File: src/rtl/bus_pkg.sv
// Shared definitions for the register-bus initiator: bus widths, ASCII
// protocol characters and the packet parser state encoding.
package bus_pkg;

  localparam int ADDR_W = 16;
  localparam int DATA_W = 16;

  localparam logic [7:0] CHAR_R  = 8'h52;
  localparam logic [7:0] CHAR_W  = 8'h57;
  localparam logic [7:0] CHAR_CR = 8'h0D;
  localparam logic [7:0] CHAR_LF = 8'h0A;

  typedef enum logic [1:0] {
    IDLE,
    ADDR,
    DATA,
    TERM
  } parser_state_t;

  function automatic logic is_term(input logic [7:0] b);
    return (b == CHAR_CR) || (b == CHAR_LF);
  endfunction

  function automatic logic is_start(input logic [7:0] b);
    return (b == CHAR_R) || (b == CHAR_W);
  endfunction

endpackage

File: src/rtl/hex_ascii_decode.sv
// Combinational ASCII hex digit decoder: '0'-'9', 'A'-'F', 'a'-'f' map to a
// nibble with is_hex set; anything else gives nibble 0 and is_hex clear.
module hex_ascii_decode (
  input  logic [7:0] i_byte,
  output logic [3:0] o_nibble,
  output logic       o_is_hex
);

  always_comb begin
    o_nibble = 4'd0;
    o_is_hex = 1'b0;
    if (i_byte >= 8'h30 && i_byte <= 8'h39) begin
      o_nibble = i_byte[3:0];
      o_is_hex = 1'b1;
    end else if ((i_byte >= 8'h41 && i_byte <= 8'h46) ||
                 (i_byte >= 8'h61 && i_byte <= 8'h66)) begin
      // Low nibble of 'A'/'a' is 1, so adding 9 yields 10..15.
      o_nibble = i_byte[3:0] + 4'd9;
      o_is_hex = 1'b1;
    end
  end

endmodule

File: src/rtl/bus_request_parser.sv
// Parses ASCII 'R aaaa' / 'W aaaa dddd' packets from the UART byte stream and
// issues one register-bus transaction per well-formed packet.
module bus_request_parser
  import bus_pkg::*;
#(
  parameter int TIMEOUT_CYCLES = 0
) (
  input  logic              clk,
  input  logic              rst_n,
  input  logic [7:0]        rx_data_i,
  input  logic              rx_valid_i,
  output logic [ADDR_W-1:0] addr_o,
  output logic [DATA_W-1:0] wdata_o,
  output logic [DATA_W-1:0] rdata_o,
  output logic              rw_o,
  output logic              valid_o,
  output logic              error_o
);

  localparam int TO_W      = (TIMEOUT_CYCLES > 1) ? $clog2(TIMEOUT_CYCLES + 1) : 1;
  localparam int TO_LAST_I = (TIMEOUT_CYCLES > 0) ? TIMEOUT_CYCLES - 1 : 0;
  localparam logic [TO_W-1:0] TO_LAST = TO_W'(TO_LAST_I);

  parser_state_t     r_state, w_state_next;
  logic [1:0]        r_cnt, w_cnt_next;
  logic [ADDR_W-1:0] r_addr_sh, w_addr_sh_next;
  logic [DATA_W-1:0] r_data_sh, w_data_sh_next;
  logic              r_rw_sh, w_rw_sh_next;
  logic [TO_W-1:0]   r_to, w_to_next;
  logic [ADDR_W-1:0] r_addr, w_addr_next;
  logic [DATA_W-1:0] r_wdata, w_wdata_next;
  logic              r_rw, w_rw_next;
  logic              r_valid, w_valid_next;
  logic              r_error, w_error_next;

  logic [3:0]        w_nib;
  logic              w_is_hex;
  logic              w_bad;

  hex_ascii_decode u_hex (
    .i_byte   (rx_data_i),
    .o_nibble (w_nib),
    .o_is_hex (w_is_hex)
  );

  always_comb begin
    w_state_next   = r_state;
    w_cnt_next     = r_cnt;
    w_addr_sh_next = r_addr_sh;
    w_data_sh_next = r_data_sh;
    w_rw_sh_next   = r_rw_sh;
    w_to_next      = r_to;
    w_addr_next    = r_addr;
    w_wdata_next   = r_wdata;
    w_rw_next      = r_rw;
    w_valid_next   = 1'b0;
    w_error_next   = 1'b0;
    w_bad          = 1'b0;

    if (rx_valid_i) begin
      w_to_next = '0;
      unique case (r_state)
        IDLE: begin
          if (is_start(rx_data_i)) begin
            w_rw_sh_next = (rx_data_i == CHAR_W);
            w_state_next = ADDR;
            w_cnt_next   = 2'd0;
          end
        end
        ADDR: begin
          if (w_is_hex) begin
            w_addr_sh_next = {r_addr_sh[ADDR_W-5:0], w_nib};
            if (r_cnt == 2'd3) begin
              w_cnt_next   = 2'd0;
              w_state_next = r_rw_sh ? DATA : TERM;
            end else begin
              w_cnt_next = r_cnt + 2'd1;
            end
          end else begin
            w_bad = 1'b1;
          end
        end
        DATA: begin
          if (w_is_hex) begin
            w_data_sh_next = {r_data_sh[DATA_W-5:0], w_nib};
            if (r_cnt == 2'd3) begin
              w_cnt_next   = 2'd0;
              w_state_next = TERM;
            end else begin
              w_cnt_next = r_cnt + 2'd1;
            end
          end else begin
            w_bad = 1'b1;
          end
        end
        TERM: begin
          if (is_term(rx_data_i)) begin
            w_valid_next = 1'b1;
            w_addr_next  = r_addr_sh;
            w_rw_next    = r_rw_sh;
            // Reads leave the last write data in place.
            w_wdata_next = r_rw_sh ? r_data_sh : r_wdata;
            w_state_next = IDLE;
          end else begin
            w_bad = 1'b1;
          end
        end
        default: w_state_next = IDLE;
      endcase

      // A start character inside a packet resynchronises onto a fresh packet.
      if (w_bad) begin
        w_error_next = 1'b1;
        w_cnt_next   = 2'd0;
        if (is_start(rx_data_i)) begin
          w_rw_sh_next = (rx_data_i == CHAR_W);
          w_state_next = ADDR;
        end else begin
          w_state_next = IDLE;
        end
      end
    end else if (TIMEOUT_CYCLES > 0 && r_state != IDLE) begin
      if (r_to == TO_LAST) begin
        w_error_next = 1'b1;
        w_state_next = IDLE;
        w_cnt_next   = 2'd0;
        w_to_next    = '0;
      end else begin
        w_to_next = r_to + TO_W'(1);
      end
    end
  end

  always_ff @(posedge clk) begin
    if (!rst_n) begin
      r_state   <= IDLE;
      r_cnt     <= 2'd0;
      r_addr_sh <= '0;
      r_data_sh <= '0;
      r_rw_sh   <= 1'b0;
      r_to      <= '0;
      r_addr    <= '0;
      r_wdata   <= '0;
      r_rw      <= 1'b0;
      r_valid   <= 1'b0;
      r_error   <= 1'b0;
    end else begin
      r_state   <= w_state_next;
      r_cnt     <= w_cnt_next;
      r_addr_sh <= w_addr_sh_next;
      r_data_sh <= w_data_sh_next;
      r_rw_sh   <= w_rw_sh_next;
      r_to      <= w_to_next;
      r_addr    <= w_addr_next;
      r_wdata   <= w_wdata_next;
      r_rw      <= w_rw_next;
      r_valid   <= w_valid_next;
      r_error   <= w_error_next;
    end
  end

  assign addr_o  = r_addr;
  assign wdata_o = r_wdata;
  assign rdata_o = '0;
  assign rw_o    = r_rw;
  assign valid_o = r_valid;
  assign error_o = r_error;

endmodule

File: config.mk
export PLATFORM = sky130hd
export DESIGN_NAME = bus_request_parser
export DESIGN_NICKNAME = d
export VERILOG_FILES = /design/src/rtl/bus_pkg.sv /design/src/rtl/hex_ascii_decode.sv /design/src/rtl/bus_request_parser.sv
export SDC_FILE = /design/constraint.sdc
export NUM_CORES = 1
export LEC_CHECK = 0
export ABC_AREA = 1
export BUFFER_PORTS_ARGS = -buffer_cell sky130_fd_sc_hd__buf_4
export CAP_MARGIN = 20
export CELL_PAD_IN_SITES_DETAIL_PLACEMENT = 1
export CELL_PAD_IN_SITES_GLOBAL_PLACEMENT = 1
export CORE_MARGIN = 1
export CORE_UTILIZATION = 35
export DETAILED_ROUTE_END_ITERATION = 8
export HOLD_SLACK_MARGIN = 0.05
export PLACE_DENSITY = 0.75
export SLEW_MARGIN = 20
export SYNTH_ARGS = -nofsm -noshare
export SYNTH_HDL_FRONTEND = slang
export SYNTH_SLANG_ARGS = --single-unit
File: constraint.sdc
create_clock -name clk -period 1.48 [get_ports clk]
set_input_delay 0.074 -clock clk [delete_from_list [all_inputs] [get_ports clk]]
set_output_delay 0.074 -clock clk [all_outputs]
set_load 0.05 [all_outputs]
* Yosys cells after proc, flatten, opt, wreduce, memory -nomap -nowiden
Index checks and enable logic that the tools add are counted.
Word-level totals: RAM bits 0, input port bits 11, register bits after elaboration 72, memories 0, word-level logic and storage cells 79, bits in latches 0, output and inout bits 51, bits in read-only memories 0
Cells by class: reduce and logical (&&, ||, !) cells 17, equality and inequality tests 15, shift-type cells 0, div/mod/pow operators 0, add/sub/neg operators 2, order comparisons 6, multipliers 0, multiplexer cells 29, bitwise operators 0
Operators with widths (count):
- $mux 2 | 11
- $eq 8x4->1 const B | 2
- $eq 8x7->1 const B | 2
- $ge 8x7->1 const B | 2
- $le 8x7->1 const B | 2
- $mux 1 | 13
- $ne 3x3->1 const B | 4
- $reduce_and 3->1 | 4
- $ge 8x6->1 const B | 1
- $le 8x6->1 const B | 1
- $mux 4 | 2
- $pmux 2 s4 | 1
- $reduce_and 4->1 | 2
- $reduce_and 7->1 | 1
- $eq 2x2->1 const B | 3
- $ne 3x2->1 const B | 2
- $add 4x4->4 const B | 1
- $pmux 2 s2 | 1
- $logic_and 1x1->1 | 3
- $logic_or 1x1->1 | 3
- $ne 3x1->1 const B | 1
- $reduce_bool 3->1 | 1
- $add 2x1->2 const B | 1
- $eq 2x1->1 const B | 1
- other kinds (4) | 4

* Longest topological paths before layout
Gate-level depths: netlist (run 1).
depth after elaboration 10, mapped depth 13, depth with buffers taken out 13

* Hierarchy
A second synthesis (run 1) with hierarchy kept.
Second synthesis, totals: cells, all modules 396, area total of the unflattened synthesis 3185.6 sq um
Modules (own cells, without submodules):
- bus_request_parser | instances 1, area each 3010.4 sq um, sequential area each 1441.4 sq um, cells an instance 363
- hex_ascii_decode | instances 1, area each 175.2 sq um, sequential area each 0.0 sq um, cells an instance 33

* Worst setup path after synthesis (run 1)
No wires, ideal clock.
kind register to register, start point register r_state[0], end point register r_state[0], arrival time 1.464 ns, buffers on the path 1, required time 1.367 ns, slack -0.097 ns, stages on the path, launching flop included 10, setup time 0.113 ns, period minus slack after synthesis 1.577 ns, cell sequence dfxtp_1 -> ha_1 -> clkbuf_1 -> nand2_1 -> nand2_1 -> nand2_1 -> nand2_1 -> nand2_1 -> nor2_1 -> nor2_1
On the way: cells in the longest elaborated chain, start to end 6, elaborated cells on any way between the ends 16, those cells by class eq/ne (9); mux (4); reduce/logical (3)
Ends and longest elaborated chain:
- start: declaration | line bus_request_parser.sv:24 | parser_state_t r_state, w_state_next;
- start signal: assignment | line bus_request_parser.sv:148 | r_state <= w_state_next;
- $eq 2x2->1 or $eq 2x1->1 (tied branches) | line bus_request_parser.sv:62 | unique case (r_state)
- $reduce_or 2->1 (no source line)
- $pmux 1 s2 | line bus_request_parser.sv:62
- $mux 1 | line bus_request_parser.sv:60 | if (rx_valid_i) begin
- $ne 3x2->1 (no source line) or $ne 3x3->1 (tied branches)
- $reduce_and 7->1 (no source line)
Parallel ways exist; a longest one is shown, timed or not. The select of a mux whose other input is x is not followed. A chain may end at the register's enable or synchronous reset.

* Final worst setup path (run 1)
start point register r_state[1], end point register r_state[0]
The elaborated chain is that of the path after synthesis.

==> flow_summary.ini, run 1 <==
[outcome]
status = completed

[sta]
final_max_slew_viol_count = 0
fin_skew_ps = 8.167
rsz0062_at_grt = yes
tns_ps = 0
fin_crit_ps = 1455
worst_slack_ps = 24.74
hold_violations = 0
final-setup-viol-count = 0
max_freq_mhz = 687.2
fin_crit_sh_pct = 98.33

[logic_synthesis]
synth_edf_count = 0
synth_top_family_by_area = simple AND/OR/NAND/NOR gates
ys_ff_latch = 72
syn_avg_cell_area_um2 = 7.599
synthXorXnorAreaFrac_pct = 0.5609
syn_area_mm2 = 0.003123
synthAdderAreaFrac_pct = 4.006
synth.area.mux_share_pct = 0
synthCells = 411
ys_seq_area_share_pct = 46.15
synthDistinctLibCells = 29
ys_warn_count = 0
async_reset_ff_share_pct = 0
synth_compound_area_share_pct = 12.86
synthSimpleGateAreaFrac_pct = 26.92
synthFlopType = dfxtp_1

[layout]
antenna_cells = 0
fin_util_pct = 46.84
fin_nets = 505
layout_commonest_cell = nor2_1
drive_above_1_share_pct = 27.81
stdcell_count = 597
synthToLayoutAreaGrowth_pct = 30.17
mostFrequentLayoutCells = nor2_1 (90), buf_4 (76), dfxtp_1 (70)

[power]
p_sw_uw = 1102
finalPower_uw = 4163
power.internal_uw = 3061
p_clk_share_pct = 39.9
p_leak_uw = 0.001833
p_seq_share_pct = 47.2
power_density_mw_per_mm2 = 1024
netSwitchingFraction_pct = 26.47
peakVddDrop_uv = 414.7
combPwrFrac_pct = 12.9

[run]
maxCapViolations = 0

[clock_tree]
holdBufCountCts = 0
insertion_delay_ps = 340
ctsHtreeMaxLevel = 3
numClockSinks = 72
cts_max_path_buffers = 2
tritoncts = yes
clkSlewWorstSetupHoldPaths_ps = 80
cts_buffers = 9
clock-root-buffer = clkbuf_8

[worst_setup_path]
r2r-end = r_state[0]$_SDFFE_PN0P_
start_kind = flip-flop
slowest_stage = dfxtp_2
regToRegSetupSlack_ps = 20
slowest_delay_ps = 340
path_class = flip-flop to flip-flop
reg2reg_depth = 10
crit_chain = inv_2 > buf_4 > ha_2 > buf_4 > nand3_1 > o211ai_1 > nand2_1 > nand2_1 > nor2_1 > nor2_1
endpoint_kind = flip-flop
r2r_start = r_state[1]$_SDFFE_PN0P_
crit_required_ps = 1720
cp_max_fo = 2
worstPathArrival_ps = 1690

[min_path]
hp-start = rst_n
min_path_type = input port to flip-flop
hold_depth = 3
hold_path_end = wdata_o[4]$_SDFFE_PN0P_

[route]
drt_iter0_drc = 83
viasPerCell = 4.821
drt_wl_total_mm = 8.166
drcViolationCount = 0
drtPass1Iterations = 4
wl_per_cell_um = 13.68
vias = 2878
ant_nets = 0

[floorplan]
rows = 34
coreArea_mm2 = 0.008678
io_pins = 62
die_w_um = 96.46
die_height_um = 96.46
initial_core_util_pct = 35.99
dieArea_mm2 = 0.009305

[grt]
antenna_found_initial = 0
grt_max_degree = 29
grt_pass1_vias = 2912
track_usage_pct = 18.08
grt_remaining_overflow = 0
grt_pass1_wl_mm = 13.01

[place]
dpl.cell_count = 579
dp_hpwl_mm = 5.588
pre_cts_ws_ps = -210.8
place_congestion = 0.8135
io_buffers = 45
## per-layer routing
layer | track usage, % | wire [um] | vias to the layer above
met3 | 4.147 | 221 | 10
met4 | 5.760 | 94 | 0
met1 | 19.90 | 3456 | 1382
met2 | 33.98 | 4393 | 48
met5 | 0 | 0 | -
li1 | - | - | 1438
## state kept, by name, indices dropped and copies added, names as in the netlist, named ones only
signal,cells
r_state,2
r_data_sh,16
r_cnt,2
error_o,1
valid_o,1
wdata_o,16
addr_o,16
rw_o,1
r_addr_sh,16
## cell usage after synthesis, types with 2 or more instances
master	n	share of area (%)
nor2_1	93	11
dfxtp_1	72	46
nand2_1	48	5.8
o21ai_0	39	6.3
nand3_1	35	5.6
a21oi_1	25	4.0
buf_4	18	4.3
inv_1	18	2.2
clkbuf_1	12	1.4
ha_1	10	4.0
o21ai_1	10	1.6
nor2_2	9	1.8
inv_2	3	0.36
buf_6	2	0.72
nor3_1	2	0.32
xor2_1	2	0.56
## cell type report
class                           count  area, um2
Clock buffer                       12      165.2
Multi-Input combinational cell    299       1539
Tap cell                          108      135.1
Inverter                           22      93.84
Fill cell                        1069       4613
Sequential cell                    72       1444
Clock inverter                      4      51.30
Timing Repair Buffer               80      636.9
## power by group through the flow
stage               clock network, uW  registers (uW)  logic [uW]
global route                     1770            1970         588
detailed placement                  0            2010         438
finish                           1660            1970         537
global placement                    0            2010         422
CTS                              1710            1970         469
floorplan                           0            2010         325
## logic make-up after synthesis
logic type | count (synthesis)
fa+ha+maj | 10
flops | 72
simple gates | 193
buf+inv | 55
other cells | 1
xor+xnor | 2
compound gates | 78
## repair_timing
item | CTS | global route
setup buffers | 1 | 1
resized for setup | 6 | 30
pin swaps | 1 | 3
setup endpoints to repair | 7 | 58
## worst max-delay path by stage
stage                                        from                         to  slack (ps)  cells past startpoint
after detailed placement             rx_data_i[1]    r_state[0]$_SDFFE_PN0P_        -210                     15
after floorplan           r_state[0]$_SDFFE_PN0P_    r_state[0]$_SDFFE_PN0P_          20                      9
final                     r_state[1]$_SDFFE_PN0P_    r_state[0]$_SDFFE_PN0P_          20                     10
after global routing      r_state[1]$_SDFFE_PN0P_    r_state[0]$_SDFFE_PN0P_         -80                     10
after global placement               rx_data_i[1]  r_data_sh[5]$_SDFFE_PN0P_         -60                     11
after CTS                 r_state[1]$_SDFFE_PN0P_  r_addr_sh[6]$_SDFFE_PN0P_          -3                      8
## per-stage QoR
| step | cell area, um2 | hold WS (ps) |
|---|---|---|
| finish | 4065 | 79.51 |
| detailed placement | 3720 | 416.5 |
| floorplan | 3183 | 212.4 |
| global route | 4065 | 100.4 |
| global placement | 3720 | 408.9 |
| CTS | 3971 | 52.56 |
## critical path: cells and delay by family (launching register included)
family                   cells  cell delay [ps]
flip-flops                   1              340
adder cells (fa/ha/maj)      1              180
AND/OR/NAND/NOR              5              390
AO/OA/AOI/OAI                1              110
buffers and inverters        3              330
No activity file was read; power rests on OpenSTA's default activity.
==> inputs of run 2 (changes only) <==
--- a/config.mk
+++ b/config.mk
@@ -5,7 +5,6 @@
 export SDC_FILE = /design/constraint.sdc
 export NUM_CORES = 1
 export LEC_CHECK = 0
-export ABC_AREA = 1
 export BUFFER_PORTS_ARGS = -buffer_cell sky130_fd_sc_hd__buf_4
 export CAP_MARGIN = 20
 export CELL_PAD_IN_SITES_DETAIL_PLACEMENT = 1
@@ -14,7 +13,7 @@
 export CORE_UTILIZATION = 35
 export DETAILED_ROUTE_END_ITERATION = 8
 export HOLD_SLACK_MARGIN = 0.05
-export PLACE_DENSITY = 0.75
+export PLACE_DENSITY = 0.74
 export SLEW_MARGIN = 20
 export SYNTH_ARGS = -nofsm -noshare
 export SYNTH_HDL_FRONTEND = slang
==> flow_summary.ini, run 2 <==
[logic_synthesis]
synth_common_cells = nand2_1 (84), dfxtp_1 (72), a21oi_1 (43)
synth_top_cell_by_area = dfxtp_1
yosys.cell_count.top_type = nand2_1
syn_avg_cell_area_um2 = 8.516
yosys.area.top_type_share_pct = 46.89
synthFlopType = dfxtp_1
ys_warn_count = 0
ys_top_cells_by_area = dfxtp_1 (47%), nand2_1 (10%), a21oi_1 (7.0%)
synth.area.mux_share_pct = 6.268
synth_compound_area_share_pct = 14.73
synthXorXnorAreaFrac_pct = 0.5698
synthAdderAreaFrac_pct = 4.070
ys_ff_latch = 72
ys_seq_area_share_pct = 46.89
synth_top_family_by_area = simple AND/OR/NAND/NOR gates
synth_edf_count = 0
async_reset_ff_share_pct = 0
synthSimpleGateAreaFrac_pct = 18.44
synthCells = 361
synthDistinctLibCells = 43
syn_area_mm2 = 0.003074

[route]
wl_per_cell_um = 14.46
viasPerCell = 4.958
vias = 2697
drt_iter0_drc = 67
ant_nets = 0
drcViolationCount = 0
drt_wl_total_mm = 7.866
drtPass1Iterations = 4

[worst_setup_path]
slowest_stage = dfxtp_4
start_kind = flip-flop
crit_buf_inv = 2
slowest_delay_ps = 390
r2r_start = r_state[0]$_SDFFE_PN0P_
cp_top_family = compound AO/OA/AOI/OAI gates
cp-startpoint = r_state[0]$_SDFFE_PN0P_
cp_max_fo = 4
crit_required_ps = 1760
endpoint_kind = flip-flop
worstPathArrival_ps = 1900
path_class = flip-flop to flip-flop
crit_chain = ha_4 > inv_4 > a41oi_4 > a31oi_4 > buf_6 > a2111o_1 > a21oi_2

[min_path]
min_path_type = input port to flip-flop
hp-start = rx_data_i[5]

[clock_tree]
tritoncts = yes
clock-root-buffer = clkbuf_8
cts_max_path_buffers = 2
cts_buffers = 9
ctsHtreeMaxLevel = 3
insertion_delay_ps = 350
clkSlewWorstSetupHoldPaths_ps = 80
numClockSinks = 72

[power]
p_sw_uw = 966.3
power.internal_uw = 2833
p_clk_share_pct = 42.1
power_density_mw_per_mm2 = 910.3
combPwrFrac_pct = 7.0
peakVddDrop_uv = 333.2
netSwitchingFraction_pct = 25.43
p_leak_uw = 0.001606
finalPower_uw = 3799
p_seq_share_pct = 50.9

[sta]
fin_crit_sh_pct = 109.5
fin_skew_ps = 5.874
tns_ps = -1909
final-setup-viol-count = 53
max_freq_mhz = 617.0
hold_violations = 0
fin_crit_ps = 1621
final_max_slew_viol_count = 0
rsz0062_at_grt = yes
worst_slack_ps = -140.7

[layout]
stdcell_count = 544
drive_above_1_share_pct = 31.21
multi_input_area_mm2 = 0.001614
layout_commonest_cell = nand2_1
fin_util_pct = 50.04
synthToLayoutAreaGrowth_pct = 35.78
antenna_cells = 0
mostFrequentLayoutCells = nand2_1 (80), buf_4 (74), dfxtp_1 (70)
fill_cells = 992
fin_nets = 455
final-seq-area_mm2 = 0.001449

[place]
io_buffers = 45
pre_cts_ws_ps = -429.5
dp_hpwl_mm = 5.421
place_congestion = 0.8025
dpl.cell_count = 523

[grt]
antenna_found_initial = 0
grt_max_degree = 44
track_usage_pct = 17.50
grt_pass1_wl_mm = 12.39
grt_pass1_vias = 2701
grt_remaining_overflow = 0

[run]
maxCapViolations = 0

[floorplan]
die_height_um = 95.72
initial_core_util_pct = 36.86
io_pins = 62
coreArea_mm2 = 0.008341
die_w_um = 95.72
dieArea_mm2 = 0.009162
rows = 33

[outcome]
violations = negative setup slack
status = finished with violations
==> run 2: changes by cell type in the layout (fill, tap and decap cells not counted), sizes merged, moves of 3 or more <==
cell and delta:
and2 +3, nand4 +3, nand2 +35, nand3 -30
mux2i +17, a21oi +17, o21ai -46, nor2 -77
inv -7, nand2b +3, a211oi +8
==> run 2: stage by stage <==
step | area, um2 | hold WS [ps]
after floorplan | 3284 | 195.7
after global placement | 3801 | 377.7
after detailed placement | 3801 | 388.2
after CTS | 4079 | 57.79
after global routing | 4174 | 74.48
final | 4174 | 77.19
==> run 2: power by group through the flow <==
stage          registers (uW)  logic, uW  clock network [uW]
2_1_floorplan            1980        211                   0
3_3_place_gp             1980        251                   0
3_5_place_dp             1980        258                   0
4_1_cts                  1930        264                1640
5_1_grt                  1930        285                1730
6_report                 1930        266                1600
==> run 2: worst min-delay path, delay by kind of cell <==
kind / cells / cell delay [ps]
AO/OA/AOI/OAI: 1 / 70
AND/OR/NAND/NOR: 1 / 130
buffers and inverters: 1 / 100
==> run 2: area by class of cell <==
cell class,count,share of cell area (%)
clock inverters,6,1.619
repair buffers,84,17.15
well taps,105,3.147
inverters,13,1.409
flip-flops and latches,72,34.71
clock buffers,10,3.297
multi-input cells,254,38.67
==> run 2: final timing paths <==
check,end,slack (ps),depth (start not counted)
setup / recovery,r_state[0]$_SDFFE_PN0P_,-140,7
setup reg to reg,r_state[0]$_SDFFE_PN0P_,-140,7
hold / removal,flip-flop,80,3
hold reg to reg,wdata_o[12]$_SDFFE_PN0P_,460,2
==> run 2: cell families after synthesis <==
group,after synthesis
and+or+nand+nor,135
AOI/OAI and AO/OA,72
DFF,72
buffers and inverters,50
muxes,19
adders and majority gates,10
xor gates and xnor gates,2
other,1
==> run 2: per-layer routing <==
layer | vias up | track usage (%) | part of all wire, %
met5 | - | 0 | 0
met2 | 52 | 31.55 | 52
li1 | 1323 | - | -
met1 | 1307 | 19.47 | 42
met3 | 15 | 3.712 | 3.1
met4 | 0 | 8.458 | 2.4
==> run 2: what timing repair did <==
action | CTS | global route
hold buffers | 1 | 0
resized for setup | 16 | 17
endpoints found under the setup margin | 68 | 49
endpoints found under the hold margin | 5 | 0
buffers inserted | 1 | 3
pin swaps | 8 | 10
gates cloned | 0 | 1
==> inputs of run 3 (changes only) <==
--- a/config.mk
+++ b/config.mk
@@ -13,8 +13,9 @@
 export CORE_UTILIZATION = 35
 export DETAILED_ROUTE_END_ITERATION = 8
 export HOLD_SLACK_MARGIN = 0.05
-export PLACE_DENSITY = 0.74
+export PLACE_DENSITY = 0.72
 export SLEW_MARGIN = 20
 export SYNTH_ARGS = -nofsm -noshare
 export SYNTH_HDL_FRONTEND = slang
+export SYNTH_HIERARCHICAL = 1
 export SYNTH_SLANG_ARGS = --single-unit
==> flow_summary.ini, run 3 <==
[outcome]
status = finished with violations
violations = negative setup slack

[logic_synthesis]
ys_warn_count = 6
synth_edf_count = 0
async_reset_ff_share_pct = 0
yosys.cell_count.top_type = nand2_1
synthCells = 379
ys_ff_latch = 72
synth_common_cells = nand2_1 (92), dfxtp_1 (72), a21boi_0 (32)
synthFlopType = dfxtp_1
yosys.area.top_type_share_pct = 42.81
synthDistinctLibCells = 48
ys_top_cells_by_area = dfxtp_1 (43%), nand2_1 (10%), a21boi_0 (7.1%)
ys_seq_area_share_pct = 42.81
synth_top_cell_by_area = dfxtp_1
syn_area_mm2 = 0.003367
syn_avg_cell_area_um2 = 8.884

[layout]
synthToLayoutAreaGrowth_pct = 47.23
fill_cells = 1062
multi_input_area_mm2 = 0.002132
finalInstanceArea_mm2 = 0.004957
layout_commonest_cell = nand2_1
final-seq-area_mm2 = 0.001449
stdcell_count = 597
antenna_cells = 0
mostFrequentLayoutCells = nand2_1 (79), buf_4 (76), dfxtp_1 (70)
drive_above_1_share_pct = 37.82
fin_nets = 482
fin_util_pct = 53.40

[sta]
max_freq_mhz = 605.7
hold_violations = 0
fin_skew_ps = 8.505
fin_crit_sh_pct = 111.6
rsz0062_at_grt = yes
final-setup-viol-count = 32
fin_crit_ps = 1651
worst_slack_ps = -171.1
hold_slack_ps = 118.4
final_max_slew_viol_count = 0

[worst_setup_path]
crit_chain = inv_4 > ha_4 > nor2b_4 > o21ai_2 > nor2_2 > o211a_1 > mux2i_1
slowest_delay_ps = 390
r2r-end = r_state[1]$_SDFFE_PN0P_
start_kind = flip-flop
cp_max_fo = 5
crit_buf_inv = 1
cp_top_family = flip-flops
reg2reg_depth = 7
worstPathArrival_ps = 1930
r2r_start = r_state[1]$_SDFFE_PN0P_
path_class = flip-flop to flip-flop
regToRegSetupSlack_ps = -170
slowest_stage = dfxtp_4
endpoint_kind = flip-flop
crit_required_ps = 1760

[power]
peakVddDrop_uv = 490.8
power_density_mw_per_mm2 = 851.5
p_leak_uw = 0.001790

[clock_tree]
cts_buffers = 9
insertion_delay_ps = 350
ctsHtreeMaxLevel = 3
cts_max_path_buffers = 2
numClockSinks = 72
clock-root-buffer = clkbuf_8
tritoncts = yes
clkSlewWorstSetupHoldPaths_ps = 70

[grt]
antenna_found_initial = 0
grt_max_degree = 45
track_usage_pct = 18.26
grt_pass1_wl_mm = 14.19
grt_remaining_overflow = 0
grt_pass1_vias = 2898

[route]
vias = 2911
drt_iter0_drc = 76
ant_nets = 0
wl_per_cell_um = 15.96
drcViolationCount = 0
viasPerCell = 4.876
drt_wl_total_mm = 9.530
drtPass1Iterations = 4

[min_path]
min_path_type = input port to flip-flop
hold_path_end = error_o$_SDFF_PN0_
hp-start = rx_valid_i
hold_depth = 2

[place]
place_congestion = 0.8103
dpl-instance-area_mm2 = 0.004158
pre_cts_ws_ps = -442.4
dp_hpwl_mm = 5.701
io_buffers = 45
dpl.cell_count = 569

[floorplan]
io_pins = 62
rows = 35
initial_core_util_pct = 36.27
die_height_um = 100.1
coreArea_mm2 = 0.009284
die_w_um = 100.1
dieArea_mm2 = 0.01002

[run]
maxCapViolations = 0
## run 3: cell types whose count changed after synthesis, sizes merged, moves of 8 or more
cell and change:
nand2 +9, nor2b +18, nor2 -22, a21boi +49, a21oi -39, a211oi -8, nand3 +16
## run 3: final cells by class
cell class                      instances  area share [%]
Clock buffer                           12           3.155
Tap cell                              129           3.256
Timing Repair Buffer                   93           18.30
Clock inverter                          4           1.994
Multi-Input combinational cell        280           43.01
Inverter                                7           1.060
Sequential cell                        72           29.23
## run 3: worst max-delay path by stage
stage	start	to	slack (ps)	depth (start not counted)
2_1_floorplan	rx_data_i[0]	addr_o[10]$_SDFFE_PN0P_	-260	5
3_3_place_gp	rx_data_i[1]	addr_o[2]$_SDFFE_PN0P_	-370	6
3_5_place_dp	rx_data_i[1]	r_cnt[1]$_SDFFE_PN0P_	-440	6
4_1_cts	r_state[1]$_SDFFE_PN0P_	flip-flop	-140	7
5_1_grt	r_state[0]$_SDFFE_PN0P_	r_state[0]$_SDFFE_PN0P_	-260	7
6_report	r_state[1]$_SDFFE_PN0P_	r_state[1]$_SDFFE_PN0P_	-170	7
## run 3: where the power goes
group	switching (uW)	internal (uW)	leakage [uW]
Sequential	0.815	1930	0.000581
Combinational	208	111	0.00108
Clock	742	1230	0.000126
## run 3: kinds of logic after synthesis
family | Yosys count | synth area share [%]
compound gates | 75 | 17.17
mux | 21 | 6.280
flops | 72 | 42.81
buf+inv | 44 | 7.692
other cells | 1 | 0.1114
xor+xnor | 1 | 0.2602
simple gates | 157 | 22.71
fa+ha+maj | 8 | 2.973
## run 3: what timing repair did
action,in CTS,in global routing
cloned,3,4
setup endpoints to repair,63,71
setup buffers,3,3
resized for setup,34,56
pin swaps,12,26
hold buffers,0,0
## run 3: per-layer routing
| metal | global-route usage, % | routed length [um] |
|---|---|---|
| met1 | 21.81 | 4163 |
| met2 | 32.68 | 4997 |
| met3 | 4.178 | 255 |
| met4 | 5.351 | 114 |
| met5 | 0 | 0 |
## run 3: through the flow
step                setup TNS (ps)  power, uW
finish                       -2564       4221
CTS                          -2806       4259
global route                 -5821       4372
floorplan                    -7503       2208
global placement            -17410       2270
detailed placement          -20690       2276
